==> src/rtl/n163_audio_conditioner.sv <==
// ---------------------------------------------------------------------------
// n163_audio_conditioner
//
// Post-processing stage for the Namco 163 wavetable generator. Once per
// channel sweep the generator hands over an 11-bit sum of all active channels.
// This block:
//   * normalises that sum by the active channel count, because the real chip
//     time-multiplexes its channels and so the per-channel loudness falls as
//     more channels are enabled,
//   * smooths the sweep-rate stepping with a first-order IIR low-pass,
//   * lets the level decay to silence while sound is disabled (no pop).
//
// Parameters
//   LPF_SHIFT   IIR coefficient alpha = 2^-LPF_SHIFT (0 bypasses the filter)
//
// Ports
//   clk          in   system clock
//   reset_n      in   asynchronous active-low reset
//   enable       in   mapper enable; low acts as a synchronous clear
//   sample_stb   in   one-clk pulse: sample_in/active_ch/snd_disable valid
//   sample_in    in   [10:0] summed channel output
//   active_ch    in   [2:0]  active channel count minus one
//   snd_disable  in   sound-disable bit; forces the filter input to zero
//   audio_out    out  [15:0] filtered, normalised unsigned level
//   out_valid    out  one-clk pulse when audio_out updates
//   busy         out  high whenever the FSM is not IDLE
//   dbg_state    out  [1:0] current FSM state (IDLE=0, MUL=1, FILT=2, OUT=3)
//
// Handshake: sample_stb is a fire-and-forget strobe with no ready. A strobe
// seen in IDLE starts processing at once; a strobe seen in any other state is
// parked in a one-deep pending slot (newest overwrites) and is started from
// IDLE on the clock after OUT. out_valid is a single-clock pulse that marks
// the edge on which audio_out took its new value.
//
// Timing: strobe sampled at edge E0 -> 12 MUL edges (E1..E12) -> FILT edge
// (E13, y updated) -> OUT edge (E14, audio_out and out_valid registered).
// ---------------------------------------------------------------------------
module n163_audio_conditioner #(
  parameter int LPF_SHIFT = 4
) (
  input  logic        clk,
  input  logic        reset_n,
  input  logic        enable,
  input  logic        sample_stb,
  input  logic [10:0] sample_in,
  input  logic [2:0]  active_ch,
  input  logic        snd_disable,
  output logic [15:0] audio_out,
  output logic        out_valid,
  output logic        busy,
  output logic [1:0]  dbg_state
);

  typedef enum logic [1:0] {
    IDLE = 2'd0,
    MUL  = 2'd1,
    FILT = 2'd2,
    OUT  = 2'd3
  } state_t;

  state_t state;
  state_t state_nx;

  // Gain = floor(2048 / N) for N active channels, so that a full-scale sum
  // lands on the same output level regardless of channel count.
  function automatic logic [11:0] gain_of(input logic [2:0] ch);
    logic [11:0] g;
    case (ch)
      3'd0:    g = 12'd2048;
      3'd1:    g = 12'd1024;
      3'd2:    g = 12'd682;
      3'd3:    g = 12'd512;
      3'd4:    g = 12'd409;
      3'd5:    g = 12'd341;
      3'd6:    g = 12'd292;
      default: g = 12'd256;
    endcase
    return g;
  endfunction

  // Datapath registers
  logic [22:0] mcand;      // x, shifted left one place per MUL clock
  logic [11:0] gain;       // held constant for the whole multiply
  logic [22:0] product;
  logic [3:0]  bit_cnt;
  logic [15:0] y;          // filter state

  // Pending slot for a strobe that arrives while busy
  logic        pend_valid;
  logic [10:0] pend_x;
  logic [2:0]  pend_ch;
  logic        pend_dis;

  // Start selection: a live strobe is newer than anything pending.
  logic        start;
  logic [10:0] sel_x;
  logic [2:0]  sel_ch;
  logic        sel_dis;

  always_comb begin
    start   = (state == IDLE) && (sample_stb || pend_valid);
    sel_x   = pend_x;
    sel_ch  = pend_ch;
    sel_dis = pend_dis;
    if (sample_stb) begin
      sel_x   = sample_in;
      sel_ch  = active_ch;
      sel_dis = snd_disable;
    end
  end

  // Filter arithmetic. t saturates to 16 bits; the step is an arithmetic
  // shift, i.e. rounds toward minus infinity, so a decaying y reaches 0.
  logic [15:0]        t_sat;
  logic signed [17:0] diff;
  logic signed [17:0] step;
  logic signed [17:0] y_sum;
  logic [15:0]        y_next;

  always_comb begin
    t_sat  = (|product[22:20]) ? 16'hFFFF : product[19:4];
    diff   = $signed({2'b00, t_sat}) - $signed({2'b00, y});
    step   = diff >>> LPF_SHIFT;
    y_sum  = $signed({2'b00, y}) + step;
    y_next = y_sum[15:0];
    if (y_sum < 18'sd0) begin
      y_next = 16'h0000;
    end else if (y_sum > 18'sd65535) begin
      y_next = 16'hFFFF;
    end
  end

  // Next-state logic
  always_comb begin
    state_nx = state;
    case (state)
      IDLE: if (start) state_nx = MUL;
      MUL:  if (bit_cnt == 4'd11) state_nx = FILT;
      FILT: state_nx = OUT;
      OUT:  state_nx = IDLE;
      default: state_nx = IDLE;
    endcase
  end

  // State register
  always_ff @(posedge clk or negedge reset_n) begin
    if (!reset_n) begin
      state <= IDLE;
    end else if (!enable) begin
      state <= IDLE;
    end else begin
      state <= state_nx;
    end
  end

  // Datapath
  always_ff @(posedge clk or negedge reset_n) begin
    if (!reset_n) begin
      mcand      <= '0;
      gain       <= '0;
      product    <= '0;
      bit_cnt    <= '0;
      y          <= '0;
      audio_out  <= '0;
      out_valid  <= 1'b0;
      pend_valid <= 1'b0;
      pend_x     <= '0;
      pend_ch    <= '0;
      pend_dis   <= 1'b0;
    end else if (!enable) begin
      mcand      <= '0;
      gain       <= '0;
      product    <= '0;
      bit_cnt    <= '0;
      y          <= '0;
      audio_out  <= '0;
      out_valid  <= 1'b0;
      pend_valid <= 1'b0;
      pend_x     <= '0;
      pend_ch    <= '0;
      pend_dis   <= 1'b0;
    end else begin
      out_valid <= 1'b0;

      // Any strobe outside IDLE is parked; a later one overwrites it.
      if (sample_stb && (state != IDLE)) begin
        pend_valid <= 1'b1;
        pend_x     <= sample_in;
        pend_ch    <= active_ch;
        pend_dis   <= snd_disable;
      end

      case (state)
        IDLE: begin
          if (start) begin
            mcand      <= {12'd0, (sel_dis ? 11'd0 : sel_x)};
            gain       <= gain_of(sel_ch);
            product    <= '0;
            bit_cnt    <= '0;
            pend_valid <= 1'b0;
          end
        end
        MUL: begin
          // LSB-first shift-add, one gain bit per clock.
          if (gain[bit_cnt]) begin
            product <= product + mcand;
          end
          mcand   <= {mcand[21:0], 1'b0};
          bit_cnt <= bit_cnt + 4'd1;
        end
        FILT: begin
          y <= y_next;
        end
        OUT: begin
          audio_out <= y;
          out_valid <= 1'b1;
        end
        default: ;
      endcase
    end
  end

  assign busy      = (state != IDLE);
  assign dbg_state = state;

endmodule
==> config.mk <==
export PLATFORM = sky130hd
export DESIGN_NAME = n163_audio_conditioner
export DESIGN_NICKNAME = d
export VERILOG_FILES = /design/src/rtl/n163_audio_conditioner.sv
export SDC_FILE = /design/constraint.sdc
export NUM_CORES = 1
export LEC_CHECK = 0
export ABC_CLOCK_PERIOD_IN_PS = 6700
export CAP_MARGIN = 0
export CORE_MARGIN = 4
export CORE_UTILIZATION = 30
export CTS_CLUSTER_DIAMETER = 30
export DETAILED_ROUTE_END_ITERATION = 8
export MAX_ROUTING_LAYER = met4
export SETUP_SLACK_MARGIN = 0.5
export SYNTH_ARGS = -nofsm -noshare
export SYNTH_HDL_FRONTEND = slang
export SYNTH_SLANG_ARGS = --single-unit
==> constraint.sdc <==
create_clock -name clk -period 6.7 [get_ports clk]
set_input_delay 1.005 -clock clk [delete_from_list [all_inputs] [get_ports clk]]
set_output_delay 1.005 -clock clk [all_outputs]
set_load 0.05 [all_outputs]
=== Yosys cells after proc, flatten, opt, wreduce, memory -nomap -nowiden ===
Index checks and enable logic that the tools add are counted.

* Bits in registers: 113
* Output and inout bits: 20

* Add/sub/neg operators: 4
* Order comparisons: 3
* Equality and inequality tests: 19
* Multiplexer cells: 43
* Reduce and logical (&&, ||, !) cells: 11

{| class="wikitable"
|+ Operator list
! operator !! count
|-
| 23-bit 2-to-1 mux || 5
|-
| 16-bit 2-to-1 mux || 7
|-
| 23-bit case mux with 2 select lines || 2
|-
| 12-bit case mux with 7 select lines || 1
|-
| 11-bit 2-to-1 mux || 4
|-
| 12-bit 2-to-1 mux || 3
|-
| 23-bit adder || 1
|-
| 17-bit by 13-bit adder with 18-bit output || 1
|-
| 18-bit by 17-bit greater-than comparator with 1-bit output, second input constant || 1
|-
| 18-bit by 1-bit < comparator with 1-bit output, second input constant || 1
|-
| 16-bit by 16-bit subtractor with 17-bit output || 1
|-
| 1-bit 2-to-1 mux || 10
|-
| 2-bit by 1-bit inequality test with 1-bit output, second input constant || 5
|-
| 3-bit == test, second input constant || 3
|-
| 3-bit 2-to-1 mux || 3
|-
| 3-bit inequality test, second input constant || 3
|-
| 4-bit 2-to-1 mux || 2
|-
| 2-bit case mux with 4 select lines || 1
|-
| 4-bit case mux with 2 select lines || 1
|-
| 3-bit by 2-bit == test with 1-bit output, second input constant || 2
|-
| 2-bit 2-to-1 mux || 3
|-
| 2-bit AND reduction || 3
|-
| 4-bit by 5-bit < comparator with 1-bit output, second input constant || 1
|-
| 4-bit by 1-bit adder with 4-bit output, second input constant || 1
|-
| other kinds (13) || 15
|}

=== Logic depth before layout (Yosys ltp) ===
* Depth after elaboration: 9
* Gate-level depth with buffers: 21
* Gate-level depth less buffers: 20

=== Worst setup path after synthesis ===
OpenSTA, ideal clock, no wires.

* Kind: reg-to-reg
* Start: reg product[20]
* End: reg y[13]
* Arrival time: 4.564 ns
* Required time: 6.581 ns
* Setup slack: 2.017 ns
* Stages on the path, launching flop included: 20
* Path buffers: 1
* Clock period less this slack: 4.683 ns
* Path through: dfrtp_1 > nor3_4 > clkbuf_1 > nand2b_1 > ha_1 > nand4_1 > a211oi_2 > a211o_1 > o21ai_1 > o21ai_0 > xnor2_1 > ha_1 > a21o_1 > or3_1 > a21oi_1 > o21bai_1 > or4_1 > o21ai_1 > mux2_1 > o21a_1

* Word-level cells in the longest chain between the ends: 9
* Elaborated cells on any way between the ends: 10

{| class="wikitable"
|+ Ends and longest elaborated chain
! item !! line !! source
|-
| start, declared || 84 || <nowiki>logic [22:0] product;</nowiki>
|-
| start signal, assigned || 206 || <nowiki>product <= product + mcand;</nowiki>
|-
| 3-bit OR reduction * || 121 || <nowiki>t_sat = (|product[22:20]) ? 16'hFFFF : product[19:4];</nowiki>
|-
| 16-bit 2-to-1 mux * || 121 ||
|-
| 16-bit by 16-bit subtractor with 17-bit output * || 122 || <nowiki>diff = $signed({2'b00, t_sat}) - $signed({2'b00, y});</nowiki>
|-
| 17-bit by 13-bit adder with 18-bit output * || 124 || <nowiki>y_sum = $signed({2'b00, y}) + step;</nowiki>
|-
| 18-bit by 17-bit greater-than comparator with 1-bit output || 128 || <nowiki>end else if (y_sum > 18'sd65535) begin</nowiki>
|-
| 16-bit 2-to-1 mux || 128 ||
|-
| 16-bit 2-to-1 mux * || 126 || <nowiki>if (y_sum < 18'sd0) begin</nowiki>
|-
| 16-bit 2-to-1 mux * || 193 || <nowiki>case (state)</nowiki>
|-
| 16-bit 2-to-1 mux * || 170 || <nowiki>end else if (!enable) begin</nowiki>
|-
| end signal, assigned || 212 || <nowiki>y <= y_next;</nowiki>
|-
| end, declared || 86 || <nowiki>logic [15:0] y;</nowiki>
|}

Mark *: on every way between the ends. The rest lies on a longest branch, timed or not. The select of a mux whose other input is x is not followed.
A chain may end at the register's enable or synchronous reset.

=== Worst setup path in the final report ===
Ends and elaborated chain as after synthesis.

==> impl_metrics.csv <==
group,metric,value,unit
logic_synthesis,ys_seq_area_share,38.9,%
timing,hold_viol,0,
critical_path,setup.worst_path.end_class,"flop",
logic_synthesis,avgSynthCellArea,9.14,um2
detailed_routing,post_drt_wl_per_cell,13.9,um
timing,min_period,5.13,ns
logic_synthesis,synth_seq_cells,111,
critical_path,cp.required,6.94,ns
critical_path,path_class,"reg -> reg",
logic_synthesis,async_reset_ff_share,100,%
critical_path,cp.arrival,5.38,ns
pwr,vdd_drop_max,0.000215,V
logic_synthesis,synth_edf_count,0,
logic_synthesis,netlist_instances,781,
timing,fmax,195,MHz
timing,rsz0062_at_grt,"false",
placed_design,dp_hpwl,11.7,mm
pwr,leakage,3.76,nW
run,maxCapViolations,0,
logic_synthesis,synthTopCellsByCount,"111 x dfrtp_1, 105 x nand2_1, 59 x ha_1",
cts,post_cts_buffers,0,
finish,instances_no_fill,1131,
min_path,hp-class,"reg -> reg",
finish,synthToLayoutAreaGrowth,14.1,%
cts,cts.clk_slew.worst_paths,0.08,ns
finish,final_util,34.7,%
pwr,switching_share,46.4,%
grt,grt_max_degree,62,
pwr,power.density,443,mW/mm2
timing,slew_viol_final,0,
cts,postCtsHoldBufs,0,
floorplan,dieArea,0.0263,mm2
detailed_routing,drt.antenna.violating_nets,0,
cts,htreeDepth,3,
logic_synthesis,synth_top_cells_by_area,"dfrtp_1 39%, ha_1 10%, nand2_1 5.5%",
finish,num_antenna_cells,0,
detailed_routing,drt-total-wl,15.7,mm
pwr,power.total,3.61,mW
critical_path,crit_chain,"nor3_4 > buf_4 > or2b_1 > ha_1 > o21ai_0 > a211oi_2 > a211o_1 > o21ai_1 > o21ai_0 > xnor2_1 > ha_1 > a21o_1 > or3_1 > a21oi_1 > o21bai_1 > or4_1 > o21ai_1 > mux2_1 > o21a_1",
timing,tightestPinTransition,1.05,ns
detailed_routing,vias_per_cell,4.90,
cts,cts-resized-gates,0,
timing,finalSetupViolCount,0,
floorplan,die_h,162,um
grt,grt_pass1_vias,5544,
critical_path,slowest_stage,"dfrtp_1",
logic_synthesis,synth_nets,861,
detailed_routing,drtIter0Drc,263,
finish,nets,887,
logic_synthesis,synth.largest_area_cell,"dfrtp_1",
logic_synthesis,synth_flop_cell,"dfrtp_1",
cts,clock-sinks,111,
grt,track_usage,12.8,%
critical_path,crit_fanout,17,
timing,setup-tns-final,0,ns
pwr,combPwrFrac,61.7,%
cts,clock_latency,0.36,ns
run_status,status,"finished clean",
grt,grt_overflow_total,0,
floorplan,start_util,30.4,%
pwr,p_switching,1.67,mW
finish,layout-drive-gt1-share,4.80,%
detailed_routing,vias,5544,
floorplan,rows,56,
pwr,internal-power,1.93,mW
timing,fin_skew,0.0119,ns
logic_synthesis,ys_warn_count,0,
floorplan,io_pins,39,
timing,min_period_over_period,76.6,%
placed_design,dp.cells,1115,
floorplan,core_area,0.0235,mm2
floorplan,die_w,162,um
timing,slew-limit-headroom,29.9,%
cts,cts_buffers,9,
critical_path,start_kind,"flop",
detailed_routing,drt_first_pass_iters,5,
placed_design,place_congestion,0.926,
placed_design,port_buffers,38,
logic_synthesis,synth.distinct_cells,63,
logic_synthesis,synth_top_area_share,38.9,%
logic_synthesis,yosysMostFrequentCell,"dfrtp_1",
cts,cts_tree,"done",
cts,clock_path_buffers,2,
detailed_routing,drc,0,
pwr,p_seq_share,23.2,%
grt,antenna_found_initial,0,
critical_path,slowest_delay,0.42,ns
pwr,clock_power_share,15.2,%
cts,cts_root_buf,"clkbuf_16",
logic_synthesis,netlist_area,0.00714,mm2
grt,grt_pass1_wl,27.4,mm
final timing paths:
path | start | to | slack, ns | cells past startpoint
max in group asynchronous | reset_n | pend_x[10] | 4.81 | 2
worst max-delay path | product[20] | y[13] | 1.57 | 19
worst min register to register | gain[8] | gain[8] | 0.49 | 2
worst max register to register | product[20] | y[13] | 1.57 | 19
worst min-delay path | gain[8] | gain[8] | 0.49 | 2
min in group asynchronous | reset_n | audio_out[6] | 0.67 | 1
metrics by stage:
step                      hold slack (ns)  area [um2]  setup WS [ns]
after detailed placement            0.467        7850           1.61
after CTS                           0.486        8150           1.59
after floorplan                     0.435        7140           2.02
after global routing                0.510        8150           1.20
final                               0.486        8150           1.57
after global placement              0.462        7850           1.73
critical path: cells and delay by family, from the launching register on:
| family | cells | cell delay [ns] |
|---|---|---|
| buffers and inverters | 1 | 0.24 |
| multiplexers | 1 | 0.33 |
| AO/OA/AOI/OAI | 10 | 2.07 |
| flip-flops | 1 | 0.42 |
| adder cells (fa/ha/maj) | 2 | 0.58 |
| AND/OR/NAND/NOR | 4 | 1.15 |
| XOR/XNOR | 1 | 0.24 |
state kept, by name, summed over array words and instances, names as in the netlist:
signal / cells
pend_ch: 3
pend_x: 11
mcand: 23
pend_dis: 1
gain: 10
bit_cnt: 4
dbg_state: 2
pend_valid: 1
audio_out: 16
product: 23
y: 16
out_valid: 1
area by class of cell:
class / instances / area, um2
clock buffers: 9 / 225
clock inverters: 7 / 76.3
fillers: 2442 / 15300
inverters: 40 / 150
multi-input cells: 601 / 4100
flip-flops and latches: 111 / 2780
well taps: 319 / 399
repair buffers: 44 / 423
per-layer routing:
layer,track usage [%],wire length [um],part of all wire (%)
met5,-,0,0
met3,2.16,441,2.8
met4,2.58,140,0.89
met2,20.7,7400,47
met1,17.1,7770,49
power by group through the flow:
stage / Sequential (mW) / Clock, mW / Combinational, mW
after global routing: 0.852 / 0.593 / 2.50
after global placement: 0.850 / 0 / 2.19
after floorplan: 0.843 / 0 / 1.77
after CTS: 0.838 / 0.566 / 2.23
after detailed placement: 0.851 / 0 / 2.21
final: 0.836 / 0.546 / 2.22
cells by family after synthesis:
kind of cell    Yosys count  synth area share [%]
simple gates            241                  15.5
compound gates          219                  20.1
flops                   111                  38.9
buf+inv                  69                  3.70
fa+ha+maj                61                  10.9
xor+xnor                 43                  5.28
mux                      37                  5.63
cells in the final DEF (no fill, tap or decap), drive strengths merged, types with 4 or more instances in the layout:
cell,instances
mux2i,30
a22oi,10
o31ai,5
o21ai,56
nor2,57
a21o,10
xnor2,27
o211ai,7
inv,42
mux2,5
clkdlybuf4s50,37
xor2,16
o21bai,9
buf,7
or3,6
a21oi,56
a211oi,8
clkinv,4
ha,59
nand3,17
nand3b,4
nand2,105
nand4,4
clkbuf,9
a22o,22
nand2b,16
nor2b,5
o21a,8
and2,4
nor3,13
a31oi,6
dfrtp,111
Power figures use the tool's default switching activity.
